**config.mk**
```make
export PLATFORM = sky130hd
export DESIGN_NAME = sccb_init_sequencer
export DESIGN_NICKNAME = d
export VERILOG_FILES = /design/src/rtl/sccb_init_sequencer.sv
export SDC_FILE = /design/constraint.sdc
export NUM_CORES = 1
export LEC_CHECK = 0
export ABC_AREA = 1
export CELL_PAD_IN_SITES_DETAIL_PLACEMENT = 0
export CELL_PAD_IN_SITES_GLOBAL_PLACEMENT = 1
export CORE_UTILIZATION = 38
export DETAILED_ROUTE_END_ITERATION = 12
export GPL_ROUTABILITY_DRIVEN = 0
export PLACE_DENSITY_LB_ADDON = 0.1
export SYNTH_ARGS = -nofsm -noshare
export SYNTH_HDL_FRONTEND = slang
export SYNTH_SLANG_ARGS = --single-unit
```
**constraint.sdc**
```tcl
create_clock -name PCLK -period 3.3 [get_ports PCLK]
set_input_delay 0.99 -clock PCLK [delete_from_list [all_inputs] [get_ports PCLK]]
set_output_delay 0.99 -clock PCLK [all_outputs]
set_load 0.005 [all_outputs]
```
**src/rtl/sccb_init_sequencer.sv**
```systemverilog
// Table-driven OV7670 register initialiser driving CoreSCCB's request bus.
// Optional build macro SCCB_READBACK_VERIFY_EN adds read-back verification of non-COM7 writes.
module sccb_init_sequencer #(
   parameter logic [6:0] DEV_ADDR   = 7'h21,
   parameter int         DELAY_UNIT = 100,
   parameter int         TIMEOUT    = 4095
) (
   input  logic       PCLK,
   input  logic       PRESETN,
   input  logic       step,
   input  logic       go,
   output logic       start,
   output logic       rw,
   output logic [6:0] ip_addr,
   output logic [7:0] sub_addr,
   output logic [7:0] data_in,
   input  logic       done,
   input  logic [7:0] data_out,
   output logic       busy,
   output logic       cfg_done,
   output logic       error,
   output logic [4:0] err_index
);

   localparam logic [3:0] S_IDLE    = 4'd0;
   localparam logic [3:0] S_FETCH   = 4'd1;
   localparam logic [3:0] S_WR_REQ  = 4'd2;
   localparam logic [3:0] S_WR_WAIT = 4'd3;
   localparam logic [3:0] S_REL     = 4'd4;
   localparam logic [3:0] S_DELAY   = 4'd5;
   localparam logic [3:0] S_DONE    = 4'd6;
   localparam logic [3:0] S_ERR     = 4'd7;
`ifdef SCCB_READBACK_VERIFY_EN
   localparam logic [3:0] S_RD_REQ  = 4'd8;
   localparam logic [3:0] S_RD_WAIT = 4'd9;
   localparam logic [3:0] S_RD_REL  = 4'd10;
   localparam logic [7:0] ADDR_COM7 = 8'h12;
`endif

   localparam logic [7:0]  ADDR_END   = 8'hFF;
   localparam logic [7:0]  ADDR_DELAY = 8'hF0;
   localparam logic [15:0] TMO_MAX    = 16'(TIMEOUT);

   logic [3:0]  state;
   logic [4:0]  index;
   logic [15:0] dly;
   logic [15:0] tmo;
   logic [7:0]  entry_addr;
   logic [7:0]  entry_data;
   logic [15:0] dly_load;
   logic        waiting;
   logic        edge_seen;

`ifdef SCCB_READBACK_VERIFY_EN
   logic rw_q;
   assign rw = rw_q;
`else
   logic unused_data_out;
   assign rw              = 1'b0;
   assign unused_data_out = ^data_out;
`endif

   // Init table: {register address, data}; F0 marks a delay, FF ends the walk.
   always_comb begin
      // NOTE: every combinational output gets a default first so no latch is inferred.
      entry_addr = 8'hFF;
      entry_data = 8'hFF;
      case (index)
         5'd0:    begin entry_addr = 8'h12; entry_data = 8'h80; end
         5'd1:    begin entry_addr = 8'hF0; entry_data = 8'h0A; end
         5'd2:    begin entry_addr = 8'h12; entry_data = 8'h14; end
         5'd3:    begin entry_addr = 8'h40; entry_data = 8'hD0; end
         5'd4:    begin entry_addr = 8'h8C; entry_data = 8'h00; end
         5'd5:    begin entry_addr = 8'h11; entry_data = 8'h01; end
         default: ;
      endcase
   end

   assign dly_load = 16'(32'(entry_data) * 32'(DELAY_UNIT));

   // States that wait on a done edge share one timeout counter.
   always_comb begin
      waiting   = 1'b0;
      edge_seen = 1'b0;
      case (state)
         S_WR_WAIT: begin waiting = 1'b1; edge_seen = done;  end
         S_REL:     begin waiting = 1'b1; edge_seen = !done; end
`ifdef SCCB_READBACK_VERIFY_EN
         S_RD_WAIT: begin waiting = 1'b1; edge_seen = done;  end
         S_RD_REL:  begin waiting = 1'b1; edge_seen = !done; end
`endif
         default: ;
      endcase
   end

   // NOTE: sequential state is updated with non-blocking assignments only.
   always_ff @(posedge PCLK or negedge PRESETN) begin
      if (!PRESETN) begin
         state     <= S_IDLE;
         index     <= '0;
         dly       <= '0;
         tmo       <= '0;
         start     <= 1'b0;
         ip_addr   <= '0;
         sub_addr  <= '0;
         data_in   <= '0;
         busy      <= 1'b0;
         cfg_done  <= 1'b0;
         error     <= 1'b0;
         err_index <= '0;
`ifdef SCCB_READBACK_VERIFY_EN
         rw_q      <= 1'b0;
`endif
      end else if (step) begin
         if (waiting && !edge_seen) begin
            if (tmo == TMO_MAX) begin
               state     <= S_ERR;
               error     <= 1'b1;
               err_index <= index;
               start     <= 1'b0;
               busy      <= 1'b0;
            end else begin
               tmo <= tmo + 16'd1;
            end
         end else begin
            case (state)
               S_IDLE: begin
                  if (go) begin
                     index <= '0;
                     busy  <= 1'b1;
                     state <= S_FETCH;
                  end
               end
               S_FETCH: begin
                  if (entry_addr == ADDR_END) begin
                     cfg_done <= 1'b1;
                     busy     <= 1'b0;
                     state    <= S_DONE;
                  end else if (entry_addr == ADDR_DELAY) begin
                     dly   <= dly_load;
                     state <= S_DELAY;
                  end else begin
                     ip_addr  <= DEV_ADDR;
                     sub_addr <= entry_addr;
                     data_in  <= entry_data;
`ifdef SCCB_READBACK_VERIFY_EN
                     rw_q     <= 1'b0;
`endif
                     state    <= S_WR_REQ;
                  end
               end
               S_WR_REQ: begin
                  start <= 1'b1;
                  tmo   <= '0;
                  state <= S_WR_WAIT;
               end
               S_WR_WAIT: begin
                  start <= 1'b0;
                  tmo   <= '0;
                  state <= S_REL;
               end
               S_REL: begin
`ifdef SCCB_READBACK_VERIFY_EN
                  if (entry_addr != ADDR_COM7) begin
                     state <= S_RD_REQ;
                  end else begin
                     index <= index + 5'd1;
                     state <= S_FETCH;
                  end
`else
                  index <= index + 5'd1;
                  state <= S_FETCH;
`endif
               end
               S_DELAY: begin
                  if (dly == 16'd0) begin
                     index <= index + 5'd1;
                     state <= S_FETCH;
                  end else begin
                     dly <= dly - 16'd1;
                  end
               end
`ifdef SCCB_READBACK_VERIFY_EN
               S_RD_REQ: begin
                  rw_q  <= 1'b1;
                  start <= 1'b1;
                  tmo   <= '0;
                  state <= S_RD_WAIT;
               end
               S_RD_WAIT: begin
                  start <= 1'b0;
                  tmo   <= '0;
                  state <= S_RD_REL;
               end
               S_RD_REL: begin
                  if (data_out != entry_data) begin
                     state     <= S_ERR;
                     error     <= 1'b1;
                     err_index <= index;
                     busy      <= 1'b0;
                  end else begin
                     index <= index + 5'd1;
                     state <= S_FETCH;
                  end
               end
`endif
               default: ;
            endcase
         end
      end
   end

endmodule

```
Word-level counts from Yosys, hierarchy flattened

Index checks and enable logic that the tools add are counted.

Output and inout port bits: 33
Register bits: 67
Logic and storage cells: 94

Equal/unequal tests: 23
Multiply operators: 1
Mux-type cells: 28
Bitwise logic cells: 3
Reduce and logical (&&, ||, !) cells: 24
Add/subtract/negate cells: 3

Operators by type and width:

| cell                                                                     | number |
|---|---|
| 16-bit 2-to-1 mux                                                        | 6 |
| 8-bit one-hot mux with 6 select lines                                    | 1 |
| 8-bit one-hot mux with 5 select lines                                    | 1 |
| 16-bit one-hot mux with 2 select lines                                   | 1 |
| 4-bit one-hot mux with 6 select lines                                    | 1 |
| 5-bit AND reduction                                                      | 4 |
| 16-bit by 1-bit adder with 16-bit output (second input constant)         | 1 |
| 16-bit by 12-bit equality test with 1-bit output (second input constant) | 1 |
| 8-bit equality test (second input constant)                              | 2 |
| 16-bit zero test                                                         | 1 |
| 4-bit 2-to-1 mux                                                         | 4 |
| 16-bit by 1-bit subtractor with 16-bit output (second input constant)    | 1 |
| 5-bit one-hot mux with 3 select lines                                    | 1 |
| 8-bit by 5-bit multiplier with 13-bit output (second input constant)     | 1 |
| 2-bit inequality test (second input constant)                            | 6 |
| 5-bit by 2-bit equality test with 1-bit output (second input constant)   | 2 |
| 5-bit by 3-bit equality test with 1-bit output (second input constant)   | 2 |
| 5-bit 2-to-1 mux                                                         | 2 |
| 3-bit inequality test (second input constant)                            | 3 |
| 3-bit AND reduction                                                      | 3 |
| 3-bit nonzero test                                                       | 3 |
| 4-bit by 2-bit equality test with 1-bit output (second input constant)   | 2 |
| 4-bit by 3-bit equality test with 1-bit output (second input constant)   | 2 |
| 7-bit nonzero test                                                       | 1 |
| 16 further kinds                                                         | 30 |

Depth between registers and ports, before layout

Depth in word-level cells: 8
Depth in mapped cells: 27
Depth with buffers taken out: 27

Worst setup path before layout

OpenSTA, ideal clock, no wires.

Path kind: register to register
Start: register index[0]
End: register dly[14]
Setup time: 0.116 ns
Stages on the path, launching flop included: 25
Slack: -0.166 ns
Path buffers: 0
Data arrival time: 3.350 ns
Cells stage by stage: dfrtp_1 inv_1 ha_1 inv_1 nor2_1 nand2_1 nand2_1 nor2_1 nor2_1 inv_2 ha_1 fa_1 ha_1 inv_1 fa_1 inv_1 nand3_1 nand2_1 nand2_1 nand2_1 nand2_1 nand3_1 nand2_1 nand2_1 nand2_1

Longest elaborated chain between the ends: 6
Elaborated cells between the ends (all ways): 18
Those cells by class: 1 x mul; 9 x eq/ne; 5 x mux; 3 x reduce/logical

RTL lines:

| element                                                                                               | line   | text |
|---|---|---|
| start: declaration                                                                                    | 45     | `logic [4:0] index;` |
| start signal: assignment                                                                              | 171    | `index <= index + 5'd1;` |
| start signal: assignment                                                                              | 177    | `index <= index + 5'd1;` |
| 5-bit by 3-bit equality test with 1-bit output, or another cell as far along                          | 68     | `case (index)` |
| 8-bit one-hot mux with 6 select lines or 2-bit OR reduction (tied branches)                           | -      |  |
| 8-bit by 5-bit multiplier with 13-bit output or 8-bit one-hot mux with 5 select lines (tied branches) | 79, 68 |  |
| 16-bit 2-to-1 mux, or another cell as far along                                                       | 139    | `end else if (entry_addr == ADDR_DELAY) begin` |
| 16-bit 2-to-1 mux or 2-bit inequality test (tied branches)                                            | -      |  |
| 16-bit one-hot mux with 2 select lines or 6-bit AND reduction (tied branches)                         | -      |  |
| end signal: assignment                                                                                | 140    | `dly <= dly_load;` |
| end signal: assignment                                                                                | 180    | `dly <= dly - 16'd1;` |
| end: declaration                                                                                      | 46     | `logic [15:0] dly;` |

Parallel ways exist; a longest one is shown, timed or not. The select of a mux whose other input is x is not followed.
A chain may end at the register's enable or synchronous reset.

Worst setup path after layout

Start: register index[1]
End: register dly[14]

Same word-level chain as after synthesis.

==> impl_summary.log <==
INFO  metric synth_cell_type_count = 34
INFO  metric worstPathCellList = buf_6 > ha_4 > o211ai_1 > nand3_4 > nand2_4 > inv_2 > buf_4 > fa_1 > ha_4 > inv_2 > fa_2 > inv_2 > nand3_2 > nand2_2 > nand2_2 > nand2_1 > nand2_1 > nand3_2 > nand2_1 > nand2_1 > nand2_1
INFO  metric post-synth-top-count-cell = sky130_fd_sc_hd__nand2_1
INFO  metric via_per_inst = 4.65
INFO  metric synth.area.top_cells = sky130_fd_sc_hd__dfrtp_1 34%, sky130_fd_sc_hd__nand2_1 21%, sky130_fd_sc_hd__ha_1 7.9%
INFO  metric seq_area_frac_synth = 0.339
INFO  metric worstSkewPairLatency = 350 ps
INFO  metric tritoncts = built
INFO  metric drt.antenna.violating_nets = 0
INFO  metric final-setup-viol-count = 7
INFO  metric post-route-util = 0.523
INFO  metric grt_setup_unrepaired = yes
INFO  metric worst_setup_path_start_kind = register
INFO  metric fin_nets = 824
INFO  metric fraction_of_the_mapped_netlist_area_in_compound_gates = 0.0395
INFO  metric final_hold_violation_count = 0
INFO  metric ys_warn_count = 0
INFO  metric critical_path.n_buffers_inverters = 5
INFO  metric synth-async-reset-ratio = 1.00
INFO  metric yosys.area_share.xor_xnor = 0.0315
INFO  metric main_combinational_cell_family_by_area_after_synthesis = simple AND/OR/NAND/NOR gates
INFO  metric first_global_vias = 4394
INFO  metric synth_enable_flop_cells = 0
INFO  metric ys_dominant_reg_cell = sky130_fd_sc_hd__dfrtp_1
INFO  metric kind_of_path_behind_the_tightest_hold_check = reg2reg
INFO  metric std_cell_rows = 40
INFO  metric synthCells = 690
INFO  metric avgRoutedWirePerCell = 12.4 um
INFO  metric largest_net_degree_at_the_start_of_global_routing = 47
INFO  metric globalRouteTotalUtil = 0.201
INFO  metric static_power_due_to_leakage = 0.00321 uW
INFO  metric detailed_place_hpwl = 8470 um
INFO  metric post_synth_and_or_nand_nor_area_fraction = 0.393
INFO  metric numPortBuffers = 31
INFO  metric yosysTopAreaCellShare = 0.339
INFO  metric clk_pin_slew_worst_paths = 60 ps
INFO  metric critical_path.max_fanout = 5
INFO  metric fillers = 1188
INFO  metric num_vias = 4418
INFO  metric layout_worst_path_cycle_share = 1.02
INFO  metric finish.cell_count_without_fillers = 950
INFO  metric synth.cell_area = 0.00472 mm^2
INFO  metric critPathTopFamily = adder cells
INFO  metric grt.overflow.total = 0
INFO  metric worst_ir_drop_vdd = 0.409 mV
INFO  metric min_period = 3380 ps
INFO  metric synth_area_per_cell = 6.84 um^2
INFO  metric critical-path-max-stage-delay = 520 ps
INFO  metric criticalPathCategory = reg2reg
INFO  metric most_frequent_cp_cell = sky130_fd_sc_hd__nand2_1
INFO  metric power-per-cell-area = 1040 mW/mm^2
INFO  metric synth.largest_area_cell = sky130_fd_sc_hd__dfrtp_1
INFO  metric cts.root.buffer_cell = sky130_fd_sc_hd__clkbuf_16
INFO  metric antenna_cells = 0
INFO  metric die_height = 113 um
INFO  metric areaGrowthSynthToFinish = 33.5%
INFO  metric detail_route.first_pass.iterations = 4
INFO  metric antenna_found_initial = 0
INFO  metric grt_pass1_wl = 20500 um
INFO  metric synth_fa_ha_area_frac = 0.0964
INFO  metric maxCapViolCount = 0
INFO  metric critPathArrivalTime = 3620 ps
INFO  metric cp.required = 3540 ps
INFO  metric post_synth_mux_area_share = 0
INFO  metric drt_first_iter_violations = 180
INFO  metric slowest_stage = sky130_fd_sc_hd__fa_1
INFO  metric slew-limit-headroom = 0.593
INFO  metric worstSetupEndpointType = register
INFO  metric core-area = 0.0121 mm^2
INFO  metric tritoncts.num_buffers = 9
INFO  metric worst_clock_skew = 10.5 ps
INFO  metric status = finished with violations
INFO  metric ctsHtreeMaxLevel = 3
INFO  metric clk_path_buf_depth = 2
INFO  metric failed_checks = negative setup slack
INFO  metric initial_core_util = 0.391
INFO  metric design.die.area = 0.0129 mm^2
INFO  metric fmaxAchievable = 296 MHz
INFO  metric final_report_max_slew_violation_count = 0
INFO  metric ff_latch_area = 0.00160 mm^2
INFO  metric fp.dieW = 113 um
INFO  metric post-route-drc-count = 0
INFO  metric drive_gt1_frac = 0.237
INFO  metric dp.cells = 920
INFO  metric yosys-top-cells-count = 262 x sky130_fd_sc_hd__nand2_1, 72 x sky130_fd_sc_hd__nor2_1, 68 x sky130_fd_sc_hd__inv_1
INFO  metric worst_pin_slew = 611 ps
INFO  metric postRouteWirelength = 11800 um
INFO  metric final_critical_path_setup_slack = -78.8 ps
INFO  metric ys_seq_elements = 64
INFO  metric io_pins = 46
INFO  metric cts-hold-fix-buffers = 0
INFO  metric multiInputGateArea = 0.00307 mm^2
INFO  metric cts.sinks = 64
[report_power, final]
group | internal (uW) | total (uW) | leakage, uW | switching (uW)
Clock | 677 | 1040 | 0.000158 | 363
Combinational | 1990 | 4300 | 0.00221 | 2300
Sequential | 991 | 1190 | 0.000847 | 199
Total | 3660 | 6530 | 0.00321 | 2870
[kinds of logic (layout without fill, tap and decap cells)]
| family | after synthesis | count (layout) |
|---|---|---|
| AND/OR/NAND/NOR | 435 | 435 |
| buffers and inverters | 104 | 190 |
| flip-flops | 64 | 64 |
| AO/OA/AOI/OAI | 35 | 35 |
| adder cells (fa/ha/maj) | 34 | 34 |
| XOR/XNOR | 17 | 17 |
| other | 1 | 7 |
[final timing paths]
| path | start | to | slack, ps | cells after the start |
|---|---|---|---|---|
| max | index[1] | dly[14] | -80 | 21 |
| min | sub_addr[5] | sub_addr[5] | 480 | 2 |
| max reg2reg | index[1] | dly[14] | -80 | 21 |
| min reg2reg | sub_addr[5] | sub_addr[5] | 480 | 2 |
| max in group asynchronous | PRESETN | index[1] | 2040 | 2 |
| min in group asynchronous | PRESETN | dly[12] | 610 | 1 |
[area by class of cell]
| class | instances | area share |
|---|---|---|
| well taps | 168 | 0.0333 |
| multi-input cells | 528 | 0.487 |
| clock inverters | 6 | 0.0131 |
| flip-flops and latches | 64 | 0.254 |
| repair buffers | 92 | 0.124 |
| clock buffers | 10 | 0.0379 |
| inverters | 82 | 0.0504 |
[registers in the layout, summed over array words and instances, names as in the netlist]
| signal | count |
|---|---|
| busy | 1 |
| cfg_done | 1 |
| data_in | 7 |
| dly | 16 |
| err_index | 5 |
| error | 1 |
| index | 5 |
| ip_addr | 1 |
| start | 1 |
| state | 3 |
| sub_addr | 7 |
| tmo | 16 |
[worst reg2reg max path: cells and delay by family, from the launching register on]
family                   cells  cell delay (ps)
flip-flops                   1              450
AND/OR/NAND/NOR             11              830
AO/OA/AOI/OAI                1              270
adder cells (fa/ha/maj)      4             1300
buffers and inverters        5              430
[what timing repair did]
item,in CTS,in global routing
pin swaps,35,28
cloned,0,0
gates resized for setup,53,30
endpoints found under the setup margin,8,8
setup buffers,10,4
[per-layer routing]
metal | routed length, um | track usage | share of wire
met5 | 0 | 0 | 0
met4 | 159 | 0.0746 | 0.014
met3 | 284 | 0.0399 | 0.024
met2 | 5620 | 0.336 | 0.48
met1 | 5690 | 0.256 | 0.48
[metrics by stage]
stage / TNS (ps) / area (um^2) / setup slack [ps] / total power [uW] / hold slack [ps]
after floorplan: 0 / 4780 / 1.72 / 3510 / 458
after global placement: -1350 / 5500 / -242 / 4610 / 449
after detailed placement: -1770 / 5500 / -301 / 4640 / 465
after CTS: -161 / 6150 / -59.3 / 6300 / 481
after global routing: -1510 / 6300 / -239 / 7190 / 509
final: -293 / 6300 / -78.8 / 6530 / 475
[cell usage in the layout (no fill, tap or decap), types with 3 or more instances in the layout]
cell type,instances
sky130_fd_sc_hd__inv_4,4
sky130_fd_sc_hd__ha_1,11
sky130_fd_sc_hd__nand2_2,18
sky130_fd_sc_hd__clkbuf_16,9
sky130_fd_sc_hd__nand2_1,245
sky130_fd_sc_hd__clkinv_2,3
sky130_fd_sc_hd__xnor2_1,3
sky130_fd_sc_hd__nor3_1,5
sky130_fd_sc_hd__conb_1,7
sky130_fd_sc_hd__inv_1,56
sky130_fd_sc_hd__clkdlybuf4s50_1,30
sky130_fd_sc_hd__dfrtp_1,62
sky130_fd_sc_hd__ha_4,17
sky130_fd_sc_hd__nor2_1,65
sky130_fd_sc_hd__nand4_1,10
sky130_fd_sc_hd__buf_4,58
sky130_fd_sc_hd__nor2_4,8
sky130_fd_sc_hd__nand3b_1,3
sky130_fd_sc_hd__nor2_2,5
sky130_fd_sc_hd__inv_2,22
sky130_fd_sc_hd__or2_2,4
sky130_fd_sc_hd__nand3_1,50
sky130_fd_sc_hd__nand3_2,10
sky130_fd_sc_hd__nand2_4,6
sky130_fd_sc_hd__o21ai_1,12
sky130_fd_sc_hd__a21oi_2,3
sky130_fd_sc_hd__xor2_1,14
sky130_fd_sc_hd__o21ai_0,13
No activity file was read; power rests on OpenSTA's default activity.
